===== src/rtl/video_out_formatter.sv =====
// rtl/video_out_formatter.sv - VGA output stage: H/V timing, VSYNC resync, sync/DE generation, pixel depth reduction
//
// Free-running horizontal/vertical counters are re-aligned to the rising edge of
// I_VSYNC after a programmable delay. Sync, data enable and pixel outputs are all
// registered, so every output reflects the counter state of the previous cycle.
//
// Optional feature macro: VOF_TEST_PATTERN_EN
//   defined   -> adds input I_TP_EN; when high, the pixel source is eight vertical colour bars
//   undefined -> pixel path is rounding/saturation only
//
// Ports
//   I_PCLK      in   1           pixel clock
//   I_RST       in   1           synchronous reset, active-high
//   I_VSYNC     in   1           input-side vertical sync, rising edge = frame start
//   I_TP_EN     in   1           test pattern enable (only with VOF_TEST_PATTERN_EN)
//   I_PIX_DATA  in   3*IN_BPC    input pixel, R in the MSBs, B in the LSBs
//   O_DE        out  1           data enable
//   O_HSYNC     out  1           horizontal sync, SYNC_POL level when active
//   O_VSYNC     out  1           vertical sync, SYNC_POL level when active
//   O_PIX_DATA  out  3*OUT_BPC   reduced pixel, zero outside DE
//   O_H_CNT     out  clog2(HTOT) horizontal position the outputs belong to
//   O_V_CNT     out  clog2(VTOT) vertical position the outputs belong to
//   O_LOCKED    out  1           last resync landed on the natural frame wrap

module video_out_formatter #(
    parameter int HACT     = 640,
    parameter int HFP      = 16,
    parameter int HSW      = 96,
    parameter int HBP      = 48,
    parameter int VACT     = 480,
    parameter int VFP      = 10,
    parameter int VSW      = 2,
    parameter int VBP      = 33,
    parameter int IN_BPC   = 8,
    parameter int OUT_BPC  = 4,
    parameter int VRST_DLY = 0,
    parameter int SYNC_POL = 0,
    localparam int HTOT    = HSW + HBP + HACT + HFP,
    localparam int VTOT    = VSW + VBP + VACT + VFP,
    localparam int HW      = $clog2(HTOT),
    localparam int VW      = $clog2(VTOT)
) (
    input  logic                   I_PCLK,
    input  logic                   I_RST,
    input  logic                   I_VSYNC,
`ifdef VOF_TEST_PATTERN_EN
    input  logic                   I_TP_EN,
`endif
    input  logic [3*IN_BPC-1:0]    I_PIX_DATA,
    output logic                   O_DE,
    output logic                   O_HSYNC,
    output logic                   O_VSYNC,
    output logic [3*OUT_BPC-1:0]   O_PIX_DATA,
    output logic [HW-1:0]          O_H_CNT,
    output logic [VW-1:0]          O_V_CNT,
    output logic                   O_LOCKED
);

    localparam logic [HW-1:0] HMAX     = HW'(HTOT - 1);
    localparam logic [VW-1:0] VMAX     = VW'(VTOT - 1);
    localparam logic [HW-1:0] H_SW     = HW'(HSW);
    localparam logic [VW-1:0] V_SW     = VW'(VSW);
    localparam logic [HW-1:0] H_DE_S   = HW'(HSW + HBP);
    localparam logic [HW-1:0] H_DE_E   = HW'(HSW + HBP + HACT);
    localparam logic [VW-1:0] V_DE_S   = VW'(VSW + VBP);
    localparam logic [VW-1:0] V_DE_E   = VW'(VSW + VBP + VACT);
    localparam int            SH       = IN_BPC - OUT_BPC;
    localparam logic          POL      = 1'(SYNC_POL);
    localparam logic          DLY_ZERO = (VRST_DLY == 0);
    // Loaded value counts down to zero; resync fires on the cycle it reads zero,
    // giving exactly VRST_DLY cycles between the edge and the firing cycle.
    localparam logic [9:0]    DLY_LD   = 10'((VRST_DLY == 0) ? 0 : VRST_DLY - 1);

    logic [HW-1:0] h;
    logic [VW-1:0] v;
    logic          vsync_q;
    logic          dly_pend;
    logic [9:0]    dly_cnt;

    logic hs, vs, de;
    logic vs_edge, resync, at_wrap;
    logic [3*OUT_BPC-1:0] reduced;
    logic [3*OUT_BPC-1:0] pix_src;

    assign hs      = (h < H_SW);
    assign vs      = (v < V_SW);
    assign de      = (h >= H_DE_S) && (h < H_DE_E) && (v >= V_DE_S) && (v < V_DE_E);
    assign at_wrap = (h == HMAX) && (v == VMAX);

    // A new edge always wins over a pending countdown (latest edge restarts the delay).
    assign vs_edge = I_VSYNC & ~vsync_q;
    assign resync  = vs_edge ? DLY_ZERO : (dly_pend && (dly_cnt == 10'd0));

    // Per-channel rounding: add half an output LSB, shift, saturate on carry-out.
    for (genvar ch = 0; ch < 3; ch++) begin : g_chan
        logic [IN_BPC-1:0] c;
        assign c = I_PIX_DATA[ch*IN_BPC +: IN_BPC];
        if (SH == 0) begin : g_pass
            assign reduced[ch*OUT_BPC +: OUT_BPC] = c;
        end else begin : g_round
            logic [OUT_BPC:0] q;
            assign q = (OUT_BPC+1)'(({1'b0, c} + (IN_BPC+1)'(1 << (SH - 1))) >> SH);
            assign reduced[ch*OUT_BPC +: OUT_BPC] = q[OUT_BPC] ? {OUT_BPC{1'b1}} : q[OUT_BPC-1:0];
        end
    end

`ifdef VOF_TEST_PATTERN_EN
    localparam int BAR_W = (HACT / 8 > 0) ? HACT / 8 : 1;
    logic [31:0] bar_full;
    logic [2:0]  bar_idx;
    logic [2:0]  rgb;

    // Bar index is only meaningful inside DE; the clamp covers HACT not divisible by 8.
    always_comb begin
        bar_full = (32'(h) - 32'(HSW + HBP)) / 32'(BAR_W);
        bar_idx  = (bar_full > 32'd7) ? 3'd7 : bar_full[2:0];
        case (bar_idx)
            3'd0:    rgb = 3'b111;   // white
            3'd1:    rgb = 3'b110;   // yellow
            3'd2:    rgb = 3'b011;   // cyan
            3'd3:    rgb = 3'b010;   // green
            3'd4:    rgb = 3'b101;   // magenta
            3'd5:    rgb = 3'b100;   // red
            3'd6:    rgb = 3'b001;   // blue
            default: rgb = 3'b000;   // black
        endcase
        pix_src = I_TP_EN ? {{OUT_BPC{rgb[2]}}, {OUT_BPC{rgb[1]}}, {OUT_BPC{rgb[0]}}} : reduced;
    end
`else
    assign pix_src = reduced;
`endif

    always_ff @(posedge I_PCLK) begin
        if (I_RST) begin
            h          <= '0;
            v          <= '0;
            vsync_q    <= 1'b0;
            dly_pend   <= 1'b0;
            dly_cnt    <= '0;
            O_DE       <= 1'b0;
            O_HSYNC    <= ~POL;
            O_VSYNC    <= ~POL;
            O_PIX_DATA <= '0;
            O_H_CNT    <= '0;
            O_V_CNT    <= '0;
            O_LOCKED   <= 1'b0;
        end else begin
            vsync_q <= I_VSYNC;

            if (vs_edge) begin
                dly_pend <= ~DLY_ZERO;
                dly_cnt  <= DLY_LD;
            end else if (dly_pend) begin
                if (dly_cnt == 10'd0)
                    dly_pend <= 1'b0;
                else
                    dly_cnt <= dly_cnt - 10'd1;
            end

            if (resync) begin
                h        <= '0;
                v        <= '0;
                O_LOCKED <= at_wrap;
            end else if (h == HMAX) begin
                h <= '0;
                v <= (v == VMAX) ? '0 : v + 1'b1;
            end else begin
                h <= h + 1'b1;
            end

            O_DE       <= de;
            O_HSYNC    <= hs ? POL : ~POL;
            O_VSYNC    <= vs ? POL : ~POL;
            O_PIX_DATA <= de ? pix_src : '0;
            O_H_CNT    <= h;
            O_V_CNT    <= v;
        end
    end

endmodule


===== config.mk =====
export PLATFORM = sky130hd
export DESIGN_NAME = video_out_formatter
export DESIGN_NICKNAME = d
export VERILOG_FILES = /design/src/rtl/video_out_formatter.sv
export SDC_FILE = /design/constraint.sdc
export NUM_CORES = 1
export LEC_CHECK = 0
export ABC_AREA = 1
export CAP_MARGIN = 20
export CORE_AREA = 2 2 88 82
export DETAILED_ROUTE_END_ITERATION = 8
export DIE_AREA = 0 0 90 84
export PLACE_DENSITY = 0.72
export SYNTH_ARGS = -nofsm -noshare
export SYNTH_HDL_FRONTEND = slang
export SYNTH_SLANG_ARGS = --single-unit

===== constraint.sdc =====
create_clock -name I_PCLK -period 1.4 [get_ports I_PCLK]
set_clock_uncertainty 0.1 [all_clocks]
set_input_delay 0.21 -clock I_PCLK [delete_from_list [all_inputs] [get_ports I_PCLK]]
set_output_delay 0.21 -clock I_PCLK [all_outputs]
set_load 0.05 [all_outputs]

==> run_results.csv <==
group,metric,value,unit
status,status,"finished with violations",
status,violations,"setup timing",
floorplan,die_w,90,µm
synthesis,ys.flop_type,"dfxtp_1",
routing,drt_first_iter_violations,199,
cts,ctsRootBufferMaster,"clkbuf_8",
floorplan,core-area,6750,µm²
floorplan,fp-row-count,29,
synthesis,yosys_warnings,0,
floorplan,initial_core_util,0.441,
synthesis,synth_mux_area_frac,0,
synthesis,netlist_instances,390,
sta,setup_viol,39,
routing,drc,0,
routing,avgViaCountPerCell,5.15,
layout,diodes,0,
sta,grt_setup_unrepaired,"true",
placed_design,placement.io_buffers,53,
setup_path,critical_path_class,"reg -> reg",
cts,hold_buffers,0,
synthesis,synthSimpleGateAreaFrac,0.330,
layout,fin_cells,604,
floorplan,die-area,7560,µm²
sta,slew_headroom,0.605,
global_route,antenna_found_initial,0,
setup_path,critPathArrivalTime,1.72,ns
synthesis,synth.avg_cell_area,7.63,µm²
setup_path,crit_required,1.54,ns
placed_design,routabilityCongestion,0.894,
sta,period_share,1.13,
floorplan,die_y,84,µm
sta,worst_slack,-0.180,ns
layout,finalInstanceArea,5060,µm²
layout,area_growth_syn_to_layout,70.2,%
global_route,first_global_vias,2949,
global_route,grt_max_degree,22,
global_route,grt_busiest_layer,"met2",
cts,clk_latency,0.35,ns
layout,drive_gt1_frac,0.456,
sta,layout_min_cycle_time,1.58,ns
placed_design,place_area,4390,µm²
layout,final_cell_mix,"dfxtp_1, nor2_1, nand2_1, buf_4, buf_12",
sta,maxSlewViolCount,0,
sta,whs,0.293,ns
sta,fmax,0.633,GHz
global_route,grtUsageMet2,0.386,
synthesis,synth_nets,425,
routing,drt-wirelength-per-cell,14.5,µm
layout,fillCellCount,439,
synthesis,syn_area,2980,µm²
cts,cts_tree,"done",
synthesis,yosysSeqAreaShare,0.458,
setup_path,crit_fanout,6,
job,cap_viol_max_count,0,
synthesis,synth_edf_count,0,
setup_path,critPathCaptureType,"flop",
global_route,grt.total_usage,0.219,
global_route,met3_usage,0.0370,
routing,ant_nets,0,
layout,fin_nets,541,
cts,cts_sinks,68,
routing,dr.pass1.iters,5,
hold_path,hold_class,"in -> reg",
sta,hold_violations,0,
synthesis,async_flop_share,0,
synthesis,synth_compound_area_frac,0.0610,
synthesis,synthXorXnorAreaFrac,0.0471,
placed_design,dp_hpwl,5.30,mm
layout,post-route-util,0.750,
global_route,grt.overflow.total,0,
synthesis,synth_top_family_by_area,"simple AND/OR/NAND/NOR gates",
power_and_ir_drop,leakagePower,2.11,nW
power_and_ir_drop,power_density,820,nW/µm²
cts,cts_max_level,3,
synthesis,synth_cell_type_count,31,
global_route,grt_pass1_wl,13.1,mm
routing,vias,3112,
power_and_ir_drop,ir_worst_vdd,729,µV
sta,tightest_slew,0.590,ns
floorplan,top_level_ports,63,
cts,clk_pin_slew,0.07,ns
cts,cts_buffers,9,
cts,cts_buffer_depth,2,
setup_path,startpoint_type,"flop",
synthesis,ys_ff_latch,68,
placed_design,dp.cells,582,
routing,wl,8.77,mm
placed_design,post-place-ws,-0.192,ns
global_route,grtUsageMet1,0.249,
synthesis,synthAdderAreaFrac,0.0336,
per-stage QoR:
stage                     TNS [ns]  total power [W]
after floorplan           -0.00634          0.00212
after global placement       -4.75          0.00226
after detailed placement     -4.99          0.00226
after CTS                   -0.248          0.00415
after global routing         -5.40          0.00428
final                        -4.22          0.00415
routing by layer:
layer,vias to the layer above,wire length [µm],part of all wire
met2,136,4530,0.52
li1,1481,-,-
met1,1461,3500,0.40
met4,0,307,0.035
met5,-,0,0
met3,34,433,0.049
critical path, cell delays in order (launching register included):
cell and delay (ns):
dfxtp_1 0.35, nor2_1 0.49, nand3_4 0.26, nand2_4 0.20, nor2_1 0.06
path summary, 6_finish.rpt:
path | from | end | slack, ns | cells after the start
worst max-delay path | dly_cnt[9] | dly_cnt[8] | -0.18 | 4
worst min-delay path | I_VSYNC | vsync_q | 0.29 | 3
worst min register to register | h[4] | h[4] | 0.38 | 2
worst max register to register | dly_cnt[9] | dly_cnt[8] | -0.18 | 4
power breakdown:
group / internal (W) / switching, W / total [W]
Combinational: 0.000136 / 0.000153 / 0.000290
Sequential: 0.00195 / 0.0000113 / 0.00196
Clock: 0.00114 / 0.000762 / 0.00191
synth_stat cells, types with 3 or more instances:
library cell | instances | area (µm²)
a21oi_1 | 18 | 90.1
dfxtp_1 | 68 | 1360
ha_1 | 8 | 100
inv_1 | 38 | 143
inv_2 | 9 | 33.8
nand2_1 | 79 | 297
nand3_1 | 20 | 100
nand3_2 | 3 | 30.0
nand4_1 | 11 | 68.8
nor2_1 | 70 | 263
nor3_1 | 9 | 45.0
nor3_2 | 10 | 100
o21ai_0 | 6 | 30.0
o21ai_1 | 4 | 20.0
xor2_1 | 15 | 131
flip-flops by register name, indices dropped and copies added, names as in the netlist, 10 cells and up:
register,cells
dly_cnt,10
O_V_CNT,10
O_PIX_DATA,12
O_H_CNT,10
h,10
v,10
final cells by class:
| type | count | area, µm² | area share |
|---|---|---|---|
| tap | 93 | 116 | 0.0230 |
| inverter | 48 | 184 | 0.0363 |
| clock buffer | 12 | 165 | 0.0326 |
| clock inverter | 4 | 70.1 | 0.0138 |
| sequential | 68 | 1380 | 0.272 |
| timing repair buffer | 109 | 1350 | 0.266 |
| multi-input combinational | 270 | 1810 | 0.356 |
cells by family (layout without fill, tap and decap cells):
kind of cell    after synthesis  in the layout
fa+ha+maj                     8              8
flops                        68             68
xor+xnor                     16             16
buf+inv                      54            173
simple gates                212            214
compound gates               32             32
repair_timing:
item                                    CTS  global route
gates cloned                              2             0
buffers inserted                          3             2
resized for setup                        39            69
endpoints found under the setup margin   44            44
pin swaps                                18            27
(Power assumes the default switching activity.)
